## config.mk

```make
export PLATFORM = sky130hd
export DESIGN_NAME = debounce_ce_gen
export DESIGN_NICKNAME = d
export VERILOG_FILES = /design/src/rtl/debounce_ce_gen.sv
export SDC_FILE = /design/constraint.sdc
export NUM_CORES = 1
export LEC_CHECK = 0
export CORE_MARGIN = 8
export CORE_UTILIZATION = 25
export DETAILED_ROUTE_END_ITERATION = 10
export HOLD_SLACK_MARGIN = 0.12
export PLACE_DENSITY_LB_ADDON = 0.25
export SLEW_MARGIN = 0
export SYNTH_ARGS = -nofsm -noshare
export SYNTH_HDL_FRONTEND = slang
export SYNTH_SLANG_ARGS = --single-unit
```

## constraint.sdc

```tcl
create_clock -name Clk -period 2.4 [get_ports Clk]
set_input_delay 0.48 -clock Clk [delete_from_list [all_inputs] [get_ports Clk]]
set_output_delay 0.48 -clock Clk [all_outputs]
set_load 0.1 [all_outputs]
```

## src/rtl/debounce_ce_gen.sv

```systemverilog
// Push-button conditioner: synchroniser, stable-count debounce FSM, and registered
// level / press / release outputs that feed a clock-enabled capture flop.
module debounce_ce_gen #(
  parameter int DEBOUNCE_CYCLES = 1_000_000,
  parameter int SYNC_STAGES     = 2
) (
  input  logic Clk,
  input  logic reset,
  input  logic btn_in,
  input  logic enable,
  output logic btn_level,
  output logic ce_pulse,
  output logic rel_pulse,
  output logic busy
);

  localparam int CW = $clog2(DEBOUNCE_CYCLES) + 1;
  localparam logic [CW-1:0] CNT_LAST = CW'(DEBOUNCE_CYCLES - 1);
  localparam logic [CW-1:0] CNT_ONE  = CW'(1);

  typedef enum logic [1:0] {IDLE, PRESS_WAIT, PRESSED, RELEASE_WAIT} state_t;

  logic [SYNC_STAGES-1:0] sync_q, sync_d;
  state_t                 state_q, state_d;
  logic [CW-1:0]          cnt_q, cnt_d;
  logic                   level_q, level_d;
  logic                   ce_q, ce_d;
  logic                   rel_q, rel_d;
  logic                   busy_q, busy_d;
  logic                   btn_sync;

  assign btn_sync = sync_q[SYNC_STAGES-1];
  assign sync_d   = {sync_q[SYNC_STAGES-2:0], btn_in};

  always_ff @(posedge Clk) begin
    if (reset) begin
      sync_q  <= '0;
      state_q <= IDLE;
      cnt_q   <= '0;
      level_q <= 1'b0;
      ce_q    <= 1'b0;
      rel_q   <= 1'b0;
      busy_q  <= 1'b0;
    end else begin
      sync_q  <= sync_d;
      state_q <= state_d;
      cnt_q   <= cnt_d;
      level_q <= level_d;
      ce_q    <= ce_d;
      rel_q   <= rel_d;
      busy_q  <= busy_d;
    end
  end

  // Any opposite sample during a wait drops back to the last stable state.
  always_comb begin
    state_d = state_q;
    cnt_d   = cnt_q;
    case (state_q)
      IDLE: begin
        if (btn_sync) begin
          state_d = PRESS_WAIT;
          cnt_d   = CNT_ONE;
        end else begin
          cnt_d = '0;
        end
      end
      PRESS_WAIT: begin
        if (!btn_sync) begin
          state_d = IDLE;
          cnt_d   = '0;
        end else if (cnt_q == CNT_LAST) begin
          state_d = PRESSED;
          cnt_d   = '0;
        end else begin
          cnt_d = cnt_q + CNT_ONE;
        end
      end
      PRESSED: begin
        if (!btn_sync) begin
          state_d = RELEASE_WAIT;
          cnt_d   = CNT_ONE;
        end
      end
      RELEASE_WAIT: begin
        if (btn_sync) begin
          state_d = PRESSED;
          cnt_d   = '0;
        end else if (cnt_q == CNT_LAST) begin
          state_d = IDLE;
          cnt_d   = '0;
        end else begin
          cnt_d = cnt_q + CNT_ONE;
        end
      end
      default: begin
        state_d = IDLE;
        cnt_d   = '0;
      end
    endcase
  end

  // Pulses are computed fresh each cycle, so they last exactly one clock.
  always_comb begin
    level_d = level_q;
    ce_d    = 1'b0;
    rel_d   = 1'b0;
    case (state_q)
      PRESS_WAIT: begin
        if (btn_sync && cnt_q == CNT_LAST) begin
          level_d = 1'b1;
          ce_d    = enable;
        end
      end
      RELEASE_WAIT: begin
        if (!btn_sync && cnt_q == CNT_LAST) begin
          level_d = 1'b0;
          rel_d   = enable;
        end
      end
      default: ;
    endcase
    busy_d = (state_d == PRESS_WAIT) || (state_d == RELEASE_WAIT);
  end

  assign btn_level = level_q;
  assign ce_pulse  = ce_q;
  assign rel_pulse = rel_q;
  assign busy      = busy_q;

endmodule
```

==> metrics, run 1 <==
run status=finished, final reports clean; Post-CTS Hold Buffers=0; Root Buffer Master=clkbuf_8; CP Launch Type=flip-flop; max_cap viols=0; largest family of logic cells by synthesized area=simple AND/OR/NAND/NOR gates; Routed wire per std cell=approximately 13 um; core area=between 0.005 and 0.006 mm2; Yosys top cell by area=dfxtp_1; cts bufs inserted=3; initial antenna violation count=0; Data required, critical path=2560 ps; #FFs+latches synth=28; Initial Util=0.254; CTS Buffer Depth=2; Chip Width=92.9 um; final worst setup slack=between 200 and 300 ps; fillers=between 600 and 700; unrepaired setup endpoints after global routing=no; Post-Route WL=approximately 3.4 mm; CP peak stage delay=between 400 and 500 ps; Post-layout nets=between 150 and 200; Syn Inst Count=178; top_reg_cell synth=dfxtp_1; largest net degree at the start of global routing=17; CP Class=reg -> reg; critical path data arrival time=approximately 2300 ps; Layout Utilization=0.291; Detailed Routing Iterations Pass 1=4; Hold Path Class=reg -> reg; critical-path cell list=ha_1 > nand4_2 > nor4_4 > a211oi_4 > buf_4 > buf_4 > a41oi_1 > a31oi_1; Global Route Usage Sum=0.0822; Crit. End Element=flip-flop; Placer Congestion=approximately 0.8; Die Ht=92.9 um; sequential-to-total area share from yosys stat=0.380; Crit path max-delay family=simple AND/OR/NAND/NOR gates; CTS Sinks=28; Least-Margin Pin Slew=approximately 380 ps; final hold vios=0; Vias per Instance=between 4 and 5; met1 GRT Util=0.110; met3 Track Usage GR=0.0275; clk slew on worst S/H paths=about 100 ps; PortBufs=7; most frequent cell on the critical path=buf_4; mux share of post-synthesis cell area=0.00678; complex-gate fraction of the synthesized area=0.217; worst vdd ir=~0.24 mV; post-detail-place hpwl=~2.5 mm; Post-synth EDFFs=0; PostCTS Resize Cnt=0; Simple-Gate Fraction of Synth Area=0.326; Setup Skew=between 3 and 4 ps; critical path's slowest cell=dfxtp_1; slew margin rel.=0.743; post-synthesis xor/xnor area fraction=0.00593; grt total ovfl=0; Synth cell types=46; CTS tree=done; setup TNS=0 ps; Max Clock Freq=0.465 GHz; met2 Use GR=0.128; Tcrit/Tclk final=0.895; Clk Latency, worst-skew pair=around 270 ps; P per Cell Area=roughly 520 mW/mm2; synth warn=0; Post CTS Setup Buffer Count=0; fraction of layout cells with a size suffix above 1=0.114; Antenna diodes=0; Syn-to-layout area delta=14.5%; global-route wire length before repair=approximately 5.8 mm; FP Rows=28; Remaining DRCs=0; number of buffer and inverter stages on the critical path=2; top cells by area, synth=dfxtp_1, nand2_1, a21oi_1, nand3_1, a31oi_1; Net Count, Synth=roughly 180; Top Ports=8; layer with the highest usage=met2; worst slack, placed=roughly 260 ps; via count=~1300; vias in the first global route=roughly 1200; DR iter-0 viols=59; syn avg cell area=between 8 and 9 um2; cell area after synthesis=between 0.001 and 0.0015 mm2; CP max FO=16; H-Tree Depth=1; Lkg Pwr=roughly 0.58 nW; Slew Limit Fails=0; ys async rst share=0; Final min period=2150 ps; final setup vio count=0; die area=approximately 0.0086 mm2; Post-Synth Adder-Cell Area=0.00847; post-synth top area share=0.380; antenna-violating nets left=0
-- cell usage after synthesis, types with 3 or more instances --
cell,count
dfxtp_1,28
nand2_1,21
nor2_1,15
a21oi_1,13
nand3_1,13
a31oi_1,9
buf_2,5
nand2b_1,5
nand4_1,5
nor3_1,5
and3_1,4
a41oi_1,3
buf_6,3
inv_1,3
nor2b_1,3
nor3b_1,3
o21ai_0,3
o21ai_1,3
or3_1,3
-- metal layers --
| metal | wire [um] | part of all wire |
|---|---|---|
| met1 | 1760 | 0.52 |
| met5 | 0 | 0 |
| met3 | 119 | 0.035 |
| met2 | 1480 | 0.44 |
| met4 | 12 | 0.0036 |
-- registers in the layout, indices dropped and copies added, names as in the netlist --
name and flops:
rel_pulse 1, btn_level 1, ce_pulse 1, sync_q 2
cnt_q 21, state_q 2
-- power breakdown --
group	internal, W	leakage (nW)	switching, W
registers	0.000468	0.226	0.00000420
clock network	0.000223	0.0357	0.000150
logic	0.0000121	0.320	0.0000236
total	0.000704	0.582	0.000178
-- worst paths after layout --
check	start	end	slack (ps)	cells after the start
max	cnt_q[0]	cnt_q[18]	250	8
max reg2reg	cnt_q[0]	cnt_q[18]	250	8
min reg2reg	sync_q[0]	sync_q[1]	450	1
min	sync_q[0]	sync_q[1]	450	1
-- placed cells by master (no fill, tap or decap), drive strengths merged, types with 2 or more instances in the layout --
cell,n
dfxtp,28
nand2,21
nor2,15
nand3,14
a21oi,13
buf,11
a31oi,10
nand4,6
o21ai,6
nand2b,5
nor3,5
and3,4
or3,3
nor3b,3
inv,3
nor2b,3
a41oi,3
clkbuf,3
clkdlybuf4s50,3
nor4,3
a221o,2
o311ai,2
and2,2
a211oi,2
-- through the flow --
step                      cells  cell area, um2  power, W  hold WS [ps]
after floorplan             178            1480  0.000508           414
after global placement      256            1620  0.000519           420
after detailed placement    256            1620  0.000519           436
after CTS                   260            1690  0.000898           457
after global routing        260            1690  0.000919           465
final                       260            1690  0.000882           448
-- cell families after synthesis --
kind of cell | count (synthesis)
simple gates | 87
compound gates | 46
flops | 28
buf+inv | 14
xor+xnor | 1
mux | 1
fa+ha+maj | 1
-- cell type report --
class / instances / area [um2] / area share
sequential: 28 / 561 / 0.332
timing repair buffer: 14 / 113 / 0.0666
clock buffer: 3 / 41.3 / 0.0244
tap: 75 / 93.8 / 0.0555
inverter: 3 / 11.3 / 0.00666
multi-input combinational: 136 / 841 / 0.497
clock inverter: 1 / 30.0 / 0.0178
Note: power is estimated with default switching activity, not from simulation.
==> inputs of run 2 (changes only) <==
CTS_CLUSTER_SIZE = 28   (was default)
==> results of run 2 <==
No change in the layout: final DEF, timing and power equal those of run 1.
==> inputs of run 3 (changes only) <==
CORE_ASPECT_RATIO = 0.7   (was default)
RECOVER_POWER = 100   (was default)
SETUP_SLACK_MARGIN = 0.1   (was default)
==> run 3 against run 2 <==
Total power shrank 8.5%. Clock power shrank 19%. Clock-buffer cell count grew 1. Critical path depth shrank 1. Fmax up 2.8%. Utilization decreased by 0.55 points. Routed wire length is 0.86% lower. Final area shrank 3.4%. Non-clock buffer count fell by 3. Die area is 0.45% higher. Sequential share of layout area is 1.2 points higher. Final cell count shrank 1.2%. Largest power group unchanged. Highest routed layer unchanged.
==> metrics, run 3 (synthesis results as in run 1) <==
run status=finished, final reports clean; post-detail-place hpwl=roughly 2.4 mm; Antenna diodes=0; initial antenna violation count=0; Syn-to-layout area delta=10.6%; Data required, critical path=~2600 ps; Final min period=between 2000 and 2500 ps; global-route wire length before repair=between 5 and 6 mm; Crit. End Element=flip-flop; cts bufs inserted=3; Largest Register=cnt_q; largest net degree at the start of global routing=33; final instance area=approximately 0.0016 mm2; final worst setup slack=about 310 ps; final hold vios=0; grt total ovfl=0; clk slew on worst S/H paths=roughly 90 ps; leading cell type in the layout, fill and taps excluded=dfxtp_1; Final Instance Count excl. Fillers=~260; commonest cells after routing, fill and taps aside=dfxtp_1, nand2_1, nor2_1, a21oi_1, nand3_1; FP Rows=23; Top Ports=8; Cell Area, Placed=between 0.0015 and 0.002 mm2; Detailed Routing Iterations Pass 1=4; Least-Margin Pin Slew=around 1200 ps; CTS tree=done; unrepaired setup endpoints after global routing=no; Hold Path Class=reg -> reg; Largest register FFs=21; Post-layout nets=~190; Lkg Pwr=approximately 0.55 nW; P per Cell Area=~490 mW/mm2; Remaining DRCs=0; Die Ht=approximately 80 um; H-Tree Depth=1; Slew Limit Fails=0; final setup vio count=0; Chip Width=approximately 110 um; largest registers=cnt_q x21, state_q x2, sync_q x2; Post-CTS Hold Buffers=0; CP Class=reg -> reg; DR iter-0 viols=about 110; setup TNS=0 ps; vias in the first global route=1132; Initial Util=0.258; worst vdd ir=around 0.18 mV; Post-Route WL=3.34 mm; Clk Latency, worst-skew pair=~280 ps; Final Total Pwr=between 0.0008 and 0.0009 W; Setup Skew=3.90 ps; PortBufs=7; slew margin rel.=0.224; Root Buffer Master=clkbuf_8; worst slack, placed=260 ps; CP Launch Type=flip-flop; CTS Buffer Depth=2; fraction of layout cells with a size suffix above 1=0.0714; Placer Congestion=about 0.75; Routed wire per std cell=13.0 um; Post-Place Cells=approximately 250; Max Clock Freq=roughly 0.48 GHz; Tcrit/Tclk final=0.870; Vias per Instance=~4.9; Global Route Usage Sum=0.0835; via count=between 1000 and 1500; CP max FO=32; max_cap viols=0; CTS Sinks=28; antenna-violating nets left=0; critical path data arrival time=approximately 2300 ps; core area=roughly 0.0057 mm2; die area=between 0.008 and 0.009 mm2
## run 3: path summary, 6_finish.rpt
check	startpoint	end	slack (ps)	depth (start not counted)
max reg2reg	cnt_q[0]	cnt_q[14]	310	7
max	cnt_q[0]	cnt_q[14]	310	7
min	sync_q[0]	sync_q[1]	450	1
min reg2reg	sync_q[0]	sync_q[1]	450	1
## run 3: stage by stage
step / hold WS (ps) / util
after floorplan: 414 / -
final: 448 / 0.285
after global routing: 465 / 0.285
after detailed placement: 429 / 0.281
after CTS: 453 / 0.291
after global placement: 417 / 0.281
## run 3: critical path: stages, from the launching register on
cell and delay, ps:
dfxtp_1 410, ha_1 300, nand4_4 200, nor4_4 310
a211oi_1 150, buf_12 190, and3_1 170, a221o_1 250
## run 3: area by class of cell
type                       count  area [um2]
clock buffer                   4        55.1
fill                         616        4090
inverter                       3        11.3
multi-input combinational    136         827
sequential                    28         561
tap                           75        93.8
timing repair buffer          11        85.1
## run 3: power breakdown
group / switching [W] / total [W] / internal, W
Sequential: 0.00000390 / 0.000472 / 0.000468
Clock: 0.000155 / 0.000302 / 0.000147
Combinational: 0.0000229 / 0.0000323 / 0.00000935
## run 3: what timing repair did
action                                  in CTS  in global routing
endpoints found under the setup margin       0                  1
buffers inserted                             0                  0
gates resized for setup                      0                  2
## run 3: per-layer routing
layer  track usage  up-vias  wire [um]
met5             0        -          0
met3        0.0304        4        268
li1              -      668          -
met4        0.0248        0         31
met2         0.108       29       1270
met1         0.122      568       1770
